===== config.mk =====
export PLATFORM = sky130hd
export DESIGN_NAME = ag_tcu_bhf_rec2bf16_pack
export DESIGN_NICKNAME = d
export VERILOG_FILES = /design/src/rtl/ag_tcu_bhf_pkg.sv /design/src/rtl/ag_tcu_bhf_rec2bf16_pack_recfn_to_fn.sv /design/src/rtl/ag_tcu_bhf_rec2bf16_pack.sv
export SDC_FILE = /design/constraint.sdc
export NUM_CORES = 1
export LEC_CHECK = 0
export BUFFER_PORTS_ARGS = -buffer_cell sky130_fd_sc_hd__buf_2
export CORE_MARGIN = 1
export CORE_UTILIZATION = 45
export DETAILED_ROUTE_END_ITERATION = 6
export PLACE_DENSITY = 0.69
export RECOVER_POWER = 25
export SLEW_MARGIN = 20
export SYNTH_ARGS = -nofsm -noshare
export SYNTH_HDL_FRONTEND = slang
export SYNTH_HIERARCHICAL = 1
export SYNTH_SLANG_ARGS = --single-unit

===== constraint.sdc =====
create_clock -name clk -period 2.4 [get_ports clk]
set_input_delay 0.24 -clock clk [delete_from_list [all_inputs] [get_ports clk]]
set_output_delay 0.24 -clock clk [all_outputs]
set_load 0.02 [all_outputs]

===== src/rtl/ag_tcu_bhf_pkg.sv =====
// Shared constants and types for the BHF tensor-core return path.
package ag_tcu_bhf_pkg;

   localparam int FP32_REC_WIDTH = 33;
   localparam int FP32_WIDTH     = 32;
   localparam int BF16_WIDTH     = 16;

   localparam logic [BF16_WIDTH-1:0] BF16_QNAN = 16'h7FC0;
   localparam logic [BF16_WIDTH-1:0] BF16_PINF = 16'h7F80;

   // Bit positions inside bhf_flags_t: {nan, overflow, inexact}
   localparam int FLG_NAN = 2;
   localparam int FLG_OVF = 1;
   localparam int FLG_NX  = 0;

   typedef logic [2:0] bhf_flags_t;

endpackage


===== src/rtl/ag_tcu_bhf_rec2bf16_pack_recfn_to_fn.sv =====
// HardFloat-style recFNToFN for expWidth 8 / sigWidth 24: 33-bit recoded
// float to standard FP32 bit pattern. Purely combinational.
module ag_tcu_bhf_rec2bf16_pack_recfn_to_fn
   import ag_tcu_bhf_pkg::*;
(
   input  logic [FP32_REC_WIDTH-1:0] rec,
   output logic [FP32_WIDTH-1:0]     fp
);

   logic        sign;
   logic [8:0]  exp_in;
   logic [22:0] fract_in;
   logic        is_zero;
   logic        is_special;
   logic        is_inf;
   logic        is_sub;
   logic [8:0]  denorm_shift;
   logic [22:0] sub_fract;
   logic [7:0]  norm_exp;
   logic [7:0]  exp_out;
   logic [22:0] fract_out;

   assign sign     = rec[32];
   assign exp_in   = rec[31:23];
   assign fract_in = rec[22:0];

   // Recoded exponent = biased FP32 exponent + 129; top three bits encode zero/inf/nan.
   assign is_zero    = (exp_in[8:6] == 3'b000);
   assign is_special = (exp_in[8:7] == 2'b11);
   assign is_inf     = is_special & ~exp_in[6];
   assign is_sub     = (exp_in < 9'd130);

   // Subnormal results: re-insert the hidden bit and shift right into the fraction field.
   assign denorm_shift = 9'd129 - exp_in;
   assign sub_fract    = {~is_zero, fract_in[22:1]} >> denorm_shift;
   assign norm_exp     = exp_in[7:0] - 8'd129;

   // Select exponent and fraction by operand class.
   always_comb begin
      exp_out   = norm_exp;
      fract_out = fract_in;
      if (is_sub) begin
         exp_out   = 8'h00;
         fract_out = sub_fract;
      end else if (is_special) begin
         exp_out = 8'hFF;
         if (is_inf) fract_out = 23'd0;
      end
   end

   assign fp = {sign, exp_out, fract_out};

endmodule


===== src/rtl/ag_tcu_bhf_rec2bf16_pack.sv =====
// Recoded FP32 -> BF16 (RNE) converter and lane packer with valid/ready on both sides.
// S1: recoded-to-FP32 conversion register. S2: rounding and pack buffer / output beat.
// Build option AG_TCU_BHF_FTZ_EN: flush FP32 subnormals to signed zero (inexact set).
module ag_tcu_bhf_rec2bf16_pack
   import ag_tcu_bhf_pkg::*;
#(
   parameter int OUT_LANES = 2
) (
   input  logic                             clk,
   input  logic                             reset_n,
   input  logic                             in_valid,
   output logic                             in_ready,
   input  logic [FP32_REC_WIDTH-1:0]        in_data,
   input  logic                             in_last,
   output logic                             out_valid,
   input  logic                             out_ready,
   output logic [BF16_WIDTH*OUT_LANES-1:0]  out_data,
   output logic [OUT_LANES-1:0]             out_mask,
   output bhf_flags_t                       out_flags
);

   localparam int               CNT_W     = (OUT_LANES > 1) ? $clog2(OUT_LANES) : 1;
   localparam logic [CNT_W-1:0] LAST_LANE = CNT_W'(OUT_LANES - 1);

   logic                            adv;
   logic [FP32_WIDTH-1:0]           conv_fp;

   logic                            s1_valid;
   logic                            s1_last;
   logic [FP32_WIDTH-1:0]           s1_fp;

   logic [CNT_W-1:0]                pack_cnt;
   logic [BF16_WIDTH*OUT_LANES-1:0] pack_data;
   logic [OUT_LANES-1:0]            pack_mask;
   bhf_flags_t                      pack_flags;

   logic [BF16_WIDTH-1:0]           rnd_bf;
   bhf_flags_t                      rnd_flags;
   logic [BF16_WIDTH*OUT_LANES-1:0] merged_data;
   logic [OUT_LANES-1:0]            merged_mask;
   bhf_flags_t                      merged_flags;
   logic                            emit;

   // Whole pipeline freezes while a beat is held; a full beat can then never be overwritten.
   assign adv      = ~(out_valid & ~out_ready);
   assign in_ready = adv & reset_n;

   ag_tcu_bhf_rec2bf16_pack_recfn_to_fn u_recfn_to_fn (
      .rec (in_data),
      .fp  (conv_fp)
   );

   // S1: capture converted FP32 value; last is qualified so a bubble never carries it.
   always_ff @(posedge clk or negedge reset_n) begin
      if (!reset_n) begin
         s1_valid <= 1'b0;
         s1_last  <= 1'b0;
         s1_fp    <= '0;
      end else if (adv) begin
         s1_valid <= in_valid;
         s1_last  <= in_valid & in_last;
         s1_fp    <= conv_fp;
      end
   end

   // S2 rounding: FP32 to BF16 round-to-nearest-even with special-case handling.
   always_comb begin
      rnd_bf    = s1_fp[31:16] + {15'd0, s1_fp[15] & ((|s1_fp[14:0]) | s1_fp[16])};
      rnd_flags = '0;
      if (s1_fp[30:23] == 8'hFF) begin
         if (s1_fp[22:0] != 23'd0) begin
            rnd_bf             = BF16_QNAN;
            rnd_flags[FLG_NAN] = 1'b1;
         end else begin
            rnd_bf = {s1_fp[31], BF16_PINF[14:0]};
         end
      end
`ifdef AG_TCU_BHF_FTZ_EN
      else if ((s1_fp[30:23] == 8'h00) && (s1_fp[22:0] != 23'd0)) begin
         rnd_bf            = {s1_fp[31], 15'd0};
         rnd_flags[FLG_NX] = 1'b1;
      end
`endif
      else begin
         rnd_flags[FLG_NX]  = s1_fp[15] | (|s1_fp[14:0]);
         rnd_flags[FLG_OVF] = (rnd_bf[14:0] == BF16_PINF[14:0]);
      end
   end

   // S2 merge: drop the rounded value into the current lane and decide on emission.
   always_comb begin
      merged_data = pack_data;
      merged_data[pack_cnt*BF16_WIDTH +: BF16_WIDTH] = rnd_bf;
      merged_mask = pack_mask;
      merged_mask[pack_cnt] = 1'b1;
      merged_flags = pack_flags | rnd_flags;
      emit = s1_valid & (s1_last | (pack_cnt == LAST_LANE));
   end

   // Pack buffer: accumulate lanes until a beat is emitted, then restart at lane 0.
   always_ff @(posedge clk or negedge reset_n) begin
      if (!reset_n) begin
         pack_cnt   <= '0;
         pack_data  <= '0;
         pack_mask  <= '0;
         pack_flags <= '0;
      end else if (adv && s1_valid) begin
         if (emit) begin
            pack_cnt   <= '0;
            pack_data  <= '0;
            pack_mask  <= '0;
            pack_flags <= '0;
         end else begin
            pack_cnt   <= pack_cnt + 1'b1;
            pack_data  <= merged_data;
            pack_mask  <= merged_mask;
            pack_flags <= merged_flags;
         end
      end
   end

   // Output beat: load on emission (also while the previous beat is being taken), else clear once consumed.
   always_ff @(posedge clk or negedge reset_n) begin
      if (!reset_n) begin
         out_valid <= 1'b0;
         out_data  <= '0;
         out_mask  <= '0;
         out_flags <= '0;
      end else if (adv) begin
         if (emit) begin
            out_valid <= 1'b1;
            out_data  <= merged_data;
            out_mask  <= merged_mask;
            out_flags <= merged_flags;
         end else begin
            out_valid <= 1'b0;
            out_data  <= '0;
            out_mask  <= '0;
            out_flags <= '0;
         end
      end
   end

endmodule

==> flow_metrics.tcl <==
set metrics [dict create \
    relSlewSlack_pct 5.25 \
    post_cts_buffers 0 \
    setup_slack_ns 0.320 \
    hold_viol_final 0 \
    start_util_pct 47.0 \
    cts_made_buffers 9 \
    grt_pass1_vias 5933 \
    cts_tree "done" \
    yosysWarningCount 6 \
    hold_depth 3 \
    synth_cell_types 76 \
    antenna_found_initial 0 \
    r2r_cells 7 \
    routabilityCongestion 1.00 \
    seq_power_share_pct 39.8 \
    avgSynthCellArea_um2 8.98 \
    ios 77 \
    num-nets-final 886 \
    cp_top_family "simple AND/OR/NAND/NOR gates" \
    finalCriticalPeriod_ns 2.08 \
    ctsResizeCount 0 \
    postSynthCellCount 772 \
    routed_wl_mm 18.3 \
    criticalPathCategory "reg2reg" \
    switching_share_pct 38.3 \
    crit_fanout 7 \
    crit_path_max_incr_delay_ns 0.44 \
    die_w_um 126 \
    netlist_area_mm2 0.00693 \
    io_buffers 76 \
    setup-violations-final 0 \
    path_cells "and2_1 > ha_1 > and3_1 > nand3_1 > nor3_1 > mux2i_1 > o21ai_1" \
    intPower_w 0.00407 \
    fmax_mhz 481 \
    maxCapViolations 0 \
    clock_path_buffers 2 \
    power_density_mw_per_mm2 830 \
    slew_violations 0 \
    cp_slowest_cell "mux2i_1" \
    routed_via_density 5.87 \
    r2r_end "out_data[12]$_DFFE_PN0N_" \
    outcome "complete, no violations" \
    syn-num-nets 813 \
    clock_latency_ns 0.35 \
    cp_data_arrival_time_ns 2.30 \
    drt_iter0_markers 392 \
    core_region_area_mm2 0.0148 \
    end_kind "flop" \
    start_kind "flop" \
    fp.dieH_um 126 \
    min_to "s1_fp[31]$_DFFE_PN0N_" \
    drive_above_1_share_pct 22.2 \
    ant_nets 0 \
    p_comb_share_pct 35.6 \
    grt_pass1_wl_mm 30.7 \
    htreeDepth 3 \
    placed_cells 1018 \
    grt_usage_pct 24.2 \
    overflow 0 \
    clkTransAtPathRegs_ns 0.08 \
    reg2reg_from "s1_fp[15]$_DFFE_PN0N_" \
    rsz0062_at_grt "false" \
    fp-row-count 44 \
    worstPathRequired_ns 2.62 \
    die-area_mm2 0.0159 \
    synth_ff_type "dfrtp_1" \
    grt_start_max_net_pins 111 \
    cts-root-buf "clkbuf_16" \
    routedWlPerCell_um 17.7 \
    hp-class "in2reg" \
    layoutNonFillerInstCount 1034 \
    min_period_over_period_pct 86.7 \
    skew_ns 0.00809 \
    dp_slack_ns -0.0264 \
    cts.sinks 110 \
    antenna_cells 0 \
    power_leakage_nw 3.72 \
    hold_buffers 0 \
    p_sw_w 0.00253 \
    via_count 6065 \
    synth_edf_count 0 \
    min_from "in_data[32]" \
    r2r_slack_ns 0.32 \
    yosysSeqAreaShare_pct 39.7 \
    synthToLayoutAreaGrowth_pct 14.8 \
    tightest_slew_ns 1.42 \
    remaining_drc_errors 0 \
    synthArstFlopShare_pct 100 \
    dp_hpwl_mm 13.8 \
    cp_num_buf_inv 0 \
    ir_drop_mv 0.385 \
    fillers 1372 \
    synth-seq-cells 110 \
    clkPwrFrac_pct 24.6 \
    firstDrtPassIters 5 \
]
[worst register-to-register path: cells and delay by family (launching register included)]
family	cells	cell delay, ns
simple gates	4	0.77
mux	1	0.44
flops	1	0.35
fa+ha+maj	1	0.27
compound gates	1	0.13
[per-stage QoR]
stage	area (um2)	total power, W	hold WS [ns]	util (%)	TNS [ns]
6_report	7960	0.00660	0.0864	53.9	0
3_3_place_gp	7640	0.00498	0.392	51.8	-0.154
2_1_floorplan	6960	0.00428	-0.0556	-	0
4_1_cts	7970	0.00663	0.0142	54.0	0
3_5_place_dp	7640	0.00501	0.385	51.8	-0.0264
5_1_grt	7960	0.00698	0.0847	53.9	0
[flip-flops by register name, summed over array words and instances, names as in the netlist]
signal and flops:
pack_flags 3, pack_data 32, s1_last 1, out_valid 1, out_flags 3, s1_valid 1
pack_cnt 1, pack_mask 2, out_mask 2, out_data 32, s1_fp 32
[final cells by class]
class | instances | area [um2] | share of cell area, %
clock buffer | 9 | 225 | 2.83
clock inverter | 7 | 106 | 1.34
inverter | 13 | 48.8 | 0.613
multi-input combinational | 585 | 3820 | 48.1
sequential | 110 | 2750 | 34.6
tap | 184 | 230 | 2.89
timing repair buffer | 126 | 767 | 9.64
[worst max path at each step]
stage	end	depth (start not counted)	from	slack, ns
floorplan	s1_fp[5]$_DFFE_PN0N_	13	in_data[24]	0.04
global placement	s1_fp[15]$_DFFE_PN0N_	10	in_data[25]	-0.09
detailed placement	s1_fp[5]$_DFFE_PN0N_	12	in_data[24]	-0.03
CTS	out_data[6]$_DFFE_PN0N_	5	s1_fp[6]$_DFFE_PN0N_	0.31
global route	out_data[6]$_DFFE_PN0N_	5	s1_fp[6]$_DFFE_PN0N_	0.13
finish	out_data[12]$_DFFE_PN0N_	7	s1_fp[15]$_DFFE_PN0N_	0.32
[routing by layer]
metal,share of wire [%],global-route usage (%)
met3,4.1,2.85
met5,0,0
met1,44,31.6
met2,49,40.6
met4,2.9,10.4
[power by group through the flow]
stage | logic [W] | registers [W] | clock network, W
2_1_floorplan | 0.00157 | 0.00271 | 0
3_3_place_gp | 0.00233 | 0.00265 | 0
3_5_place_dp | 0.00235 | 0.00266 | 0
4_1_cts | 0.00236 | 0.00262 | 0.00164
5_1_grt | 0.00259 | 0.00268 | 0.00171
6_report | 0.00235 | 0.00263 | 0.00162
[Yosys cell counts, types with 3 or more instances]
| master | count | area share [%] |
|---|---|---|
| and2_1 | 23 | 2.1 |
| a21oi_1 | 26 | 1.9 |
| a31oi_1 | 6 | 0.54 |
| clkbuf_1 | 23 | 1.2 |
| buf_2 | 23 | 1.7 |
| or2_2 | 3 | 0.27 |
| mux2_2 | 4 | 0.65 |
| or4_1 | 3 | 0.33 |
| nor3_1 | 16 | 1.2 |
| nand2_1 | 170 | 9.2 |
| o21ai_1 | 34 | 2.5 |
| buf_6 | 4 | 0.65 |
| a21o_1 | 3 | 0.33 |
| o211ai_1 | 6 | 0.65 |
| inv_1 | 13 | 0.70 |
| mux4_2 | 16 | 5.2 |
| o31a_1 | 3 | 0.38 |
| mux2i_1 | 30 | 4.3 |
| a32oi_1 | 13 | 1.6 |
| nand4_1 | 10 | 0.90 |
| and3_1 | 6 | 0.54 |
| nand3_1 | 18 | 1.3 |
| a22oi_1 | 4 | 0.43 |
| xnor2_1 | 12 | 1.5 |
| o21ai_0 | 35 | 2.5 |
| buf_4 | 7 | 0.76 |
| o21a_1 | 4 | 0.43 |
| buf_1 | 5 | 0.27 |
| nor2b_1 | 8 | 0.72 |
| nor2_1 | 35 | 1.9 |
| a22o_1 | 19 | 2.4 |
| xor2_1 | 4 | 0.51 |
| dfrtp_1 | 110 | 40 |
| nor4_1 | 9 | 0.81 |
| ha_1 | 3 | 0.54 |
| o31ai_1 | 3 | 0.33 |
| and4_1 | 3 | 0.38 |
| a221o_1 | 6 | 0.87 |
[cells by family (layout without fill, tap and decap cells)]
logic type / after synthesis / after routing / synth area share [%]
AO/OA/AOI/OAI: 189 / 189 / 18.8
XOR/XNOR: 16 / 16 / 2.02
adder cells (fa/ha/maj): 3 / 3 / 0.542
buffers and inverters: 77 / 155 / 5.44
flip-flops: 110 / 110 / 39.7
multiplexers: 51 / 51 / 10.4
AND/OR/NAND/NOR: 326 / 326 / 23.1
[placed cells by master (no fill, tap or decap), types with 3 or more instances in the layout]
cell type / count
nand2_1: 170
dfrtp_1: 110
buf_2: 75
buf_4: 48
nor2_1: 35
o21ai_0: 35
o21ai_1: 34
mux2i_1: 30
a21oi_1: 26
and2_1: 23
a22o_1: 19
nand3_1: 18
mux4_2: 16
nor3_1: 15
inv_1: 13
a32oi_1: 13
xnor2_1: 12
nand4_1: 10
nor4_1: 9
clkbuf_16: 9
nor2b_1: 7
and3_1: 6
a31oi_1: 6
o211ai_1: 6
a221o_1: 6
xor2_1: 4
o21a_1: 4
a22oi_1: 4
mux2_2: 4
or2_2: 3
nor3_2: 3
o31a_1: 3
or4_1: 3
and4_1: 3
a21o_1: 3
o31ai_1: 3
Note: power is estimated with default switching activity, not from simulation.
